<file path="src/rtl/alu_core.sv">
// Registered 32-bit execute-stage ALU: one combinational op stage feeding a single result register.
// Optional signed-overflow output is enabled by defining ALU_OVF_EN.
module alu_core #(
  parameter int WIDTH = 32
) (
  input  logic             clk,
  input  logic             rst_n,
  input  logic             in_valid,
  input  logic [WIDTH-1:0] inA,
  input  logic [WIDTH-1:0] inB,
  input  logic [3:0]       ALUctrl,
  input  logic             upperLoad,
`ifdef ALU_OVF_EN
  output logic             overflow,
`endif
  output logic             out_valid,
  output logic [WIDTH-1:0] result,
  output logic             zero
);

  localparam logic [3:0] OP_ADD  = 4'b0000;
  localparam logic [3:0] OP_SUB  = 4'b0001;
  localparam logic [3:0] OP_OR   = 4'b0010;
  localparam logic [3:0] OP_AND  = 4'b0011;
  localparam logic [3:0] OP_SLT  = 4'b0100;
  localparam logic [3:0] OP_SLTU = 4'b0101;
  localparam logic [3:0] OP_BNE  = 4'b0110;

  logic signed [WIDTH-1:0] a_s;
  logic signed [WIDTH-1:0] b_s;
  logic signed [WIDTH-1:0] sum;
  logic signed [WIDTH-1:0] diff;
  logic        [WIDTH-1:0] alu_res;

  logic             valid_d, valid_q;
  logic [WIDTH-1:0] result_d, result_q;
  logic             zero_d, zero_q;

  function automatic logic add_ovf(input logic signed [WIDTH-1:0] a,
                                   input logic signed [WIDTH-1:0] b,
                                   input logic signed [WIDTH-1:0] s);
    return (a[WIDTH-1] == b[WIDTH-1]) && (s[WIDTH-1] != a[WIDTH-1]);
  endfunction

  function automatic logic sub_ovf(input logic signed [WIDTH-1:0] a,
                                   input logic signed [WIDTH-1:0] b,
                                   input logic signed [WIDTH-1:0] d);
    return (a[WIDTH-1] != b[WIDTH-1]) && (d[WIDTH-1] != a[WIDTH-1]);
  endfunction

  always_comb begin
    a_s  = inA;
    b_s  = inB;
    sum  = a_s + b_s;
    diff = a_s - b_s;
    alu_res = '0;
    if (upperLoad) begin
      alu_res = inB << 16;
    end else begin
      case (ALUctrl)
        OP_ADD:  alu_res = sum;
        OP_SUB:  alu_res = diff;
        OP_OR:   alu_res = inA | inB;
        OP_AND:  alu_res = inA & inB;
        OP_SLT:  alu_res = WIDTH'(a_s < b_s);
        OP_SLTU: alu_res = WIDTH'(inA < inB);
        OP_BNE:  alu_res = WIDTH'(inA != inB);
        default: alu_res = '0;
      endcase
    end
  end

  // Register stage: idle cycles drop valid but keep the last result visible.
  always_comb begin
    valid_d  = in_valid;
    result_d = result_q;
    zero_d   = zero_q;
    if (in_valid) begin
      result_d = alu_res;
      zero_d   = (alu_res == '0);
    end
  end

  always_ff @(posedge clk or negedge rst_n) begin
    if (!rst_n) begin
      valid_q  <= 1'b0;
      result_q <= '0;
      zero_q   <= 1'b1;
    end else begin
      valid_q  <= valid_d;
      result_q <= result_d;
      zero_q   <= zero_d;
    end
  end

  assign out_valid = valid_q;
  assign result    = result_q;
  assign zero      = zero_q;

`ifdef ALU_OVF_EN
  logic ovf_d, ovf_q;

  always_comb begin
    ovf_d = ovf_q;
    if (in_valid) begin
      ovf_d = 1'b0;
      if (!upperLoad && ALUctrl == OP_ADD) ovf_d = add_ovf(a_s, b_s, sum);
      if (!upperLoad && ALUctrl == OP_SUB) ovf_d = sub_ovf(a_s, b_s, diff);
    end
  end

  always_ff @(posedge clk or negedge rst_n) begin
    if (!rst_n) ovf_q <= 1'b0;
    else        ovf_q <= ovf_d;
  end

  assign overflow = ovf_q;
`endif

endmodule

</file>
<file path="config.mk">
export PLATFORM = sky130hd
export DESIGN_NAME = alu_core
export DESIGN_NICKNAME = d
export VERILOG_FILES = /design/src/rtl/alu_core.sv
export SDC_FILE = /design/constraint.sdc
export NUM_CORES = 1
export LEC_CHECK = 0
export CAP_MARGIN = 30
export CORE_MARGIN = 2
export CORE_UTILIZATION = 45
export CTS_CLUSTER_SIZE = 20
export DETAILED_ROUTE_END_ITERATION = 16
export PLACE_DENSITY = 0.78
export SYNTH_ARGS = -nofsm -noshare
export SYNTH_HDL_FRONTEND = slang
export SYNTH_SLANG_ARGS = --single-unit
</file>
<file path="constraint.sdc">
create_clock -name clk -period 1.9 [get_ports clk]
set_clock_uncertainty 0.05 [all_clocks]
set_input_delay 0.285 -clock clk [delete_from_list [all_inputs] [get_ports clk]]
set_output_delay 0.285 -clock clk [all_outputs]
set_load 0.03 [all_outputs]
</file>
==> results of run 1 <==
routing by layer:
metal	track usage [%]	GRT overflow
met4	75.8	6
met1	75.8	0
met5	45.2	0
met3	67.3	0
met2	91.7	5
through the flow:
stage	instance area [um^2]	worst slack (ns)	hold WS (ns)	instances	TNS [ns]
after floorplan	7110	-1.15	-0.0606	959	-14.53
after global placement	10900	-1.96	0.421	1559	-45.20
after detailed placement	10900	-2.07	0.425	1559	-46.93
after CTS	13000	-1.47	0.379	1633	-22.16
repair_timing:
item                                    4_1_cts
endpoints found under the hold margin         0
pin swaps                                   142
resized for setup                           466
cloned                                        0
endpoints found under the setup margin       33
hold buffers                                  0
setup buffers                                78
cell families after synthesis:
kind of cell               Yosys count
DFF                                 34
xor gates and xnor gates            18
adders and majority gates          106
buffers and inverters              153
and+or+nand+nor                    299
AOI/OAI and AO/OA                  336
muxes                               13
==> results by group, run 1 <==
Outcome
  • Status: did not finish
  • Fail Step: global routing
  • Error message: [ERROR GRT-0232] Routing congestion too high. Check the congestion heatmap in the GUI.

Yosys
  • Sequential fraction of the synthesis area: 12.7%
  • Synth Area per Inst: 7.00 um^2
  • Simple-Gate Fraction of Synth Area: 20.9%
  • Synthesized cell area: 6710 um^2
  • Most common cell in the netlist: a21oi_1
  • Post-synth EDFFs: 0
  • Largest family of logic cells by synthesized area: compound AO/OA/AOI/OAI gates
  • Main synth FF type: dfrtp_1
  • Mux contribution to synthesized area: around 2.1%
  • Post-synth top cells: a21oi_1 (106), ha_1 (104), nor2_1 (103)
  • Synth top area share: 19.4%
  • Post-synth cell types: 74
  • Synth Area in XOR/XNOR: 2.35%
  • Main area contributors after synthesis: ha_1 (19%), dfrtp_1 (12%), a21oi_1 (7.9%), nor2_1 (5.8%), inv_1 (5.4%)
  • Ys Warns: 0
  • Area leader, netlist: ha_1
  • Syn Inst Count: 959
  • #FFs+latches synth: 34
  • Post-synth ARST share: 100%
  • Area share of fa/ha/maj cells after synthesis: 20.0%
  • Post-synthesis compound-gate area fraction: 33.2%
  • Mapped Nets: 1,137

Global routing
  • Total track usage: 77.6%
  • Largest net degree at the start of global routing: 35
  • Overflow after GRT: 11

Die
  • Num rows: 44
  • Die Y: 126 um
  • Initial core utilization: a little under half
  • Num ports: 106
  • Chip width: 126 um

CTS
  • Clock sinks: 34
  • Num CTS Buffers: 5
  • Root buffer cell: clkbuf_16
  • H-tree Lvls: 2
  • CTS max path bufs: 2

STA
  • Worst_ep kind: register input
  • Post-GRT worst EP: zero$_DFFE_PN1P_/D

Placement
  • Post-DP HPWL: 25,100 um
  • GP Congestion: 1.07
  • IO Port Bufs: 105
==> run 2: changes to the inputs <==
--- a/config.mk
+++ b/config.mk
@@ -7,10 +7,9 @@
 export LEC_CHECK = 0
 export CAP_MARGIN = 30
 export CORE_MARGIN = 2
-export CORE_UTILIZATION = 45
-export CTS_CLUSTER_SIZE = 20
+export CORE_UTILIZATION = 30
 export DETAILED_ROUTE_END_ITERATION = 16
-export PLACE_DENSITY = 0.78
+export PLACE_DENSITY_LB_ADDON = 0.15
 export SYNTH_ARGS = -nofsm -noshare
 export SYNTH_HDL_FRONTEND = slang
 export SYNTH_SLANG_ARGS = --single-unit
==> run 2 against run 1 <==
  * The flow now finishes, with violations (setup timing)
  * Synthesized cell count did not move
  * Synthesized area stayed put
==> results by group, run 2 <==
Outcome
  • Status: finished, violations left
  • Violated checks: setup timing

Detailed routing
  • Total wire length: ~34,000 um
  • DRT Pass-1 Iters: 7
  • Vias: 9,378
  • Initial DRC count: roughly 680
  • DRT antenna net count: 0
  • Final routed DRC violation total: 0
  • Drt wl/cell: 19.2 um
  • Vias/cell: 5.32

Die
  • Core Box Area: 21,900 um^2
  • Num rows: between 50 and 60
  • Die area: 23,600 um^2
  • Initial core utilization: between 30% and 40%
  • Num ports: around 110
  • Chip width: about 150 um
  • Die Y: 154 um

Global routing
  • Initial antenna violation count: 0
  • Largest net degree at the start of global routing: 35
  • Overflow after GRT: 0
  • Total track usage: 27.5%
  • First-pass GRT wire length: 51,400 um
  • Vias in the first global route: 9,421

Cells and area
  • FF+latch area: between 800 and 900 um^2
  • # diodes: 0
  • Area delta synth->final: 104%
  • Commonest non-fill, non-tap cell in the layout: buf_4
  • Number of flip-flops in the largest register: 32
  • Layout cells sized above 1: 54.6%
  • Non-filler cells, final: between 1,500 and 2,000
  • Most frequent cells in the layout: buf_4 (399), nor2_1 (95), buf_6 (74), nand2_1 (69), a21oi_1 (62)
  • Area of the multi-input gates: 7180 um^2
  • Fin nets: 1,660
  • Fillers: 1,953

Critical path
  • CP Cell Sequence: buf_8 -> ha_4 -> fa_2 -> a21o_1 -> a221o_1 -> a31o_4 -> buf_4 -> a21boi_2 -> buf_4 -> o21ai_1 -> xnor2_1 -> a22oi_2 -> a31oi_4 -> nor4_2 -> nand4_1 -> o32ai_2
  • Crit path DAT: between 3 and 4 ns
  • Worst path bufs/invs: 3
  • Crit path depth: 16
  • Worst EP required: 2.04 ns
  • Worst setup SP type: input pin
  • Worst Path Max Fanout: 4
  • R2r endpoint: zero
  • Setup crit start: inA[0]
  • Cell mode on critical path: buf_4
  • R2r startpoint: zero
  • Internal reg-to-reg setup slack: 1.04 ns
  • CP Class: in -> reg
  • CP Capture Type: flop
  • Delay-heaviest family, CP: compound AO/OA/AOI/OAI gates
  • Slowest CP cell: a221o_1
  • R2R depth: 2
  • Max incr delay on CP: roughly 0.40 ns

STA
  • Final Max Tran Viols: 0
  • RSZ-0062 raised after global routing: true
  • Fin worst setup slack: -1.40 ns
  • Fmax: 303 MHz
  • Max transition margin: 55.7%
  • Setup violators final: 29
  • Final period utilization: 174%
  • Min cycle time layout: about 3.3 ns
  • Final Hold Fails: 0
  • WHS: 0.364 ns
  • Slew at the pin closest to its max-slew limit: about 0.66 ns

Yosys
  • Synth top area share: roughly a fifth
  • Main area contributors after synthesis: ha_1 (19%), dfrtp_1 (12%), a21oi_1 (7.9%), nor2_1 (5.8%), inv_1 (5.4%)
  • Ys Warns: 0
  • Post-synth top cells: a21oi_1 (106), ha_1 (104), nor2_1 (103)
  • Syn Inst Count: 959
  • Main synth FF type: dfrtp_1
  • Mapped Nets: 1,137
  • Post-synth EDFFs: 0
  • Synth Area per Inst: 7.00 um^2
  • Area leader, netlist: ha_1
  • Post-synth ARST share: 100%
  • #FFs+latches synth: 34
  • Sequential fraction of the synthesis area: 12.7%
  • Post-synth cell types: between 70 and 80
  • Most common cell in the netlist: a21oi_1
  • Synthesized cell area: ~6700 um^2

Pwr
  • Peak VDD IR: 0.309 mV
  • Power Dens Cells: 417 nW/um^2
  • Leak: between 6 and 7 nW

CTS
  • Worst skew pair latency: between 0.2 and 0.3 ns
  • Num CTS Buffers: 5
  • Clock sinks: 34
  • Clock-pin slew on the worst setup and hold paths: 0.05 ns
  • CTS max path bufs: 2
  • H-tree Lvls: 2
  • CTS tree: done
  • Root buffer cell: clkbuf_16

Flow run
  • Max cap viols: 0

Placement
  • Post-DP HPWL: 26,900 um
  • Dpl ws: -2.35 ns
  • IO Port Bufs: ~110
  • DP Cell Count: ~1,700
  • GP Congestion: 1.03

Hold path
  • Class of the worst hold path: in -> async
[run 2: cell counts after synthesis]
Identical to the previous run, type by type.
[run 2: worst register-to-register path, stage by stage, from the launching register on]
cell and delay, ns:
dfstp_2 0.55, inv_1 0.05, o32ai_2 0.12
[run 2: report_power, final]
part | internal [mW] | total [mW] | switching (mW)
sequential | 0.779 | 0.813 | 0.0335
combinational | 2.05 | 4.09 | 2.04
clock | 0.519 | 0.816 | 0.297
[run 2: how the worst max path moves through the flow]
stage	to	slack [ns]
CTS	zero	-1.51
finish	zero	-1.40
global route	zero	-1.51
global placement	zero	-2.26
floorplan	zero	-1.15
detailed placement	zero	-2.35
[run 2: layout make-up]
| class | count | area share [%] |
|---|---|---|
| well taps | 280 | 2.55 |
| inverters | 96 | 3.07 |
| multi-input cells | 772 | 52.3 |
| clock buffers | 7 | 1.04 |
| repair buffers | 573 | 34.8 |
| clock inverters | 1 | 0.0365 |
| flip-flops and latches | 34 | 6.21 |
[run 2: metrics by stage]
step	utilization [%]	area [um^2]	power, mW	TNS (ns)
after floorplan	-	7110	2.28	-14.53
after global placement	50.7	11100	3.93	-47.60
after detailed placement	50.7	11100	3.94	-48.37
after CTS	59.5	13000	5.41	-24.68
after global routing	62.7	13700	6.02	-27.17
final	62.7	13700	5.72	-24.62
[run 2: kinds of logic (layout without fill, tap and decap cells)]
group | Yosys count | count (layout) | share of synthesized area [%]
adder cells (fa/ha/maj) | 106 | 106 | 20.0
AO/OA/AOI/OAI | 336 | 336 | 33.2
XOR/XNOR | 18 | 18 | 2.35
multiplexers | 13 | 13 | 2.05
flip-flops | 34 | 34 | 12.7
AND/OR/NAND/NOR | 299 | 299 | 20.9
buffers and inverters | 153 | 677 | 8.74
[run 2: layer usage]
layer / routed length, um / GRT usage, %
met1: 14200 / 34.2
met2: 16300 / 47.5
met3: 1920 / 4.45
met4: 1390 / 11.0
met5: 0 / 0
[run 2: timing repair]
item                                    CTS  global route
pin swaps                               145           131
setup buffers                            78            38
resized for setup                       427           158
hold buffers                              0             0
endpoints found under the setup margin   33            33
No activity file was read; power rests on OpenSTA's default activity.
==> run 3: changes to the inputs <==
--- a/config.mk
+++ b/config.mk
@@ -7,7 +7,7 @@
 export LEC_CHECK = 0
 export CAP_MARGIN = 30
 export CORE_MARGIN = 2
-export CORE_UTILIZATION = 30
+export CORE_UTILIZATION = 50
 export DETAILED_ROUTE_END_ITERATION = 16
 export PLACE_DENSITY_LB_ADDON = 0.15
 export SYNTH_ARGS = -nofsm -noshare
==> run 3 against run 2 <==
  * The run now fails in clock tree synthesis
  * Synthesized area stayed put
  * Synthesized cell count stayed put
==> results by group, run 3 <==
Yosys
  • Most common cell in the netlist: a21oi_1
  • Synth Area per Inst: 7.00 um^2
  • Main synth FF type: dfrtp_1
  • Synthesized cell area: 6710 um^2
  • #FFs+latches synth: 34
  • Post-synth top cells: a21oi_1 (106), ha_1 (104), nor2_1 (103)
  • Syn Inst Count: 959
  • Main area contributors after synthesis: ha_1 (19%), dfrtp_1 (12%), a21oi_1 (7.9%), nor2_1 (5.8%), inv_1 (5.4%)
  • Ys Warns: 0
  • Post-synth ARST share: 100%
  • Area leader, netlist: ha_1
  • Post-synth EDFFs: 0
  • Mapped Nets: 1,137
  • Sequential fraction of the synthesis area: 12.7%
  • Post-synth cell types: 74
  • Synth top area share: 19.4%

CTS
  • CTS max path bufs: 2
  • H-tree Lvls: 2
  • Clock sinks: 34
  • Postcts setup bufs: 71
  • CTS Hold Bufs: 0
  • Root buffer cell: clkbuf_16
  • Num CTS Buffers: 5
  • Post-CTS Resized: approximately 450

Die
  • Num ports: 106
  • Die Y: around 120 um
  • Initial core utilization: 50.9%
  • Chip width: 120 um
  • Num rows: 42

Placement
  • Placed Area: 11,000 um^2
  • Post-DP HPWL: 25,900 um
  • GP Congestion: 1.05
  • IO Port Bufs: 105

Outcome
  • Status: did not finish
  • Error message: [ERROR DPL-0033] detailed placement checks failed during check placement.
  • Fail Step: clock tree synthesis
-- run 3: cell counts after synthesis --
Identical to the previous run, type by type.
-- run 3: per-stage QoR --
step                      hold WS (ns)  setup TNS (ns)  worst slack, ns  util [%]  std cells
after floorplan                -0.0606          -14.53            -1.15         -        959
after global placement           0.419          -48.45            -2.25      83.4       1568
after detailed placement         0.425          -49.51            -2.24      83.4       1568
-- run 3: logic make-up after synthesis --
kind of cell	after synthesis	share of synthesized area, %
compound gates	336	33.2
xor+xnor	18	2.35
fa+ha+maj	106	20.0
buf+inv	153	8.74
flops	34	12.7
mux	13	2.05
simple gates	299	20.9
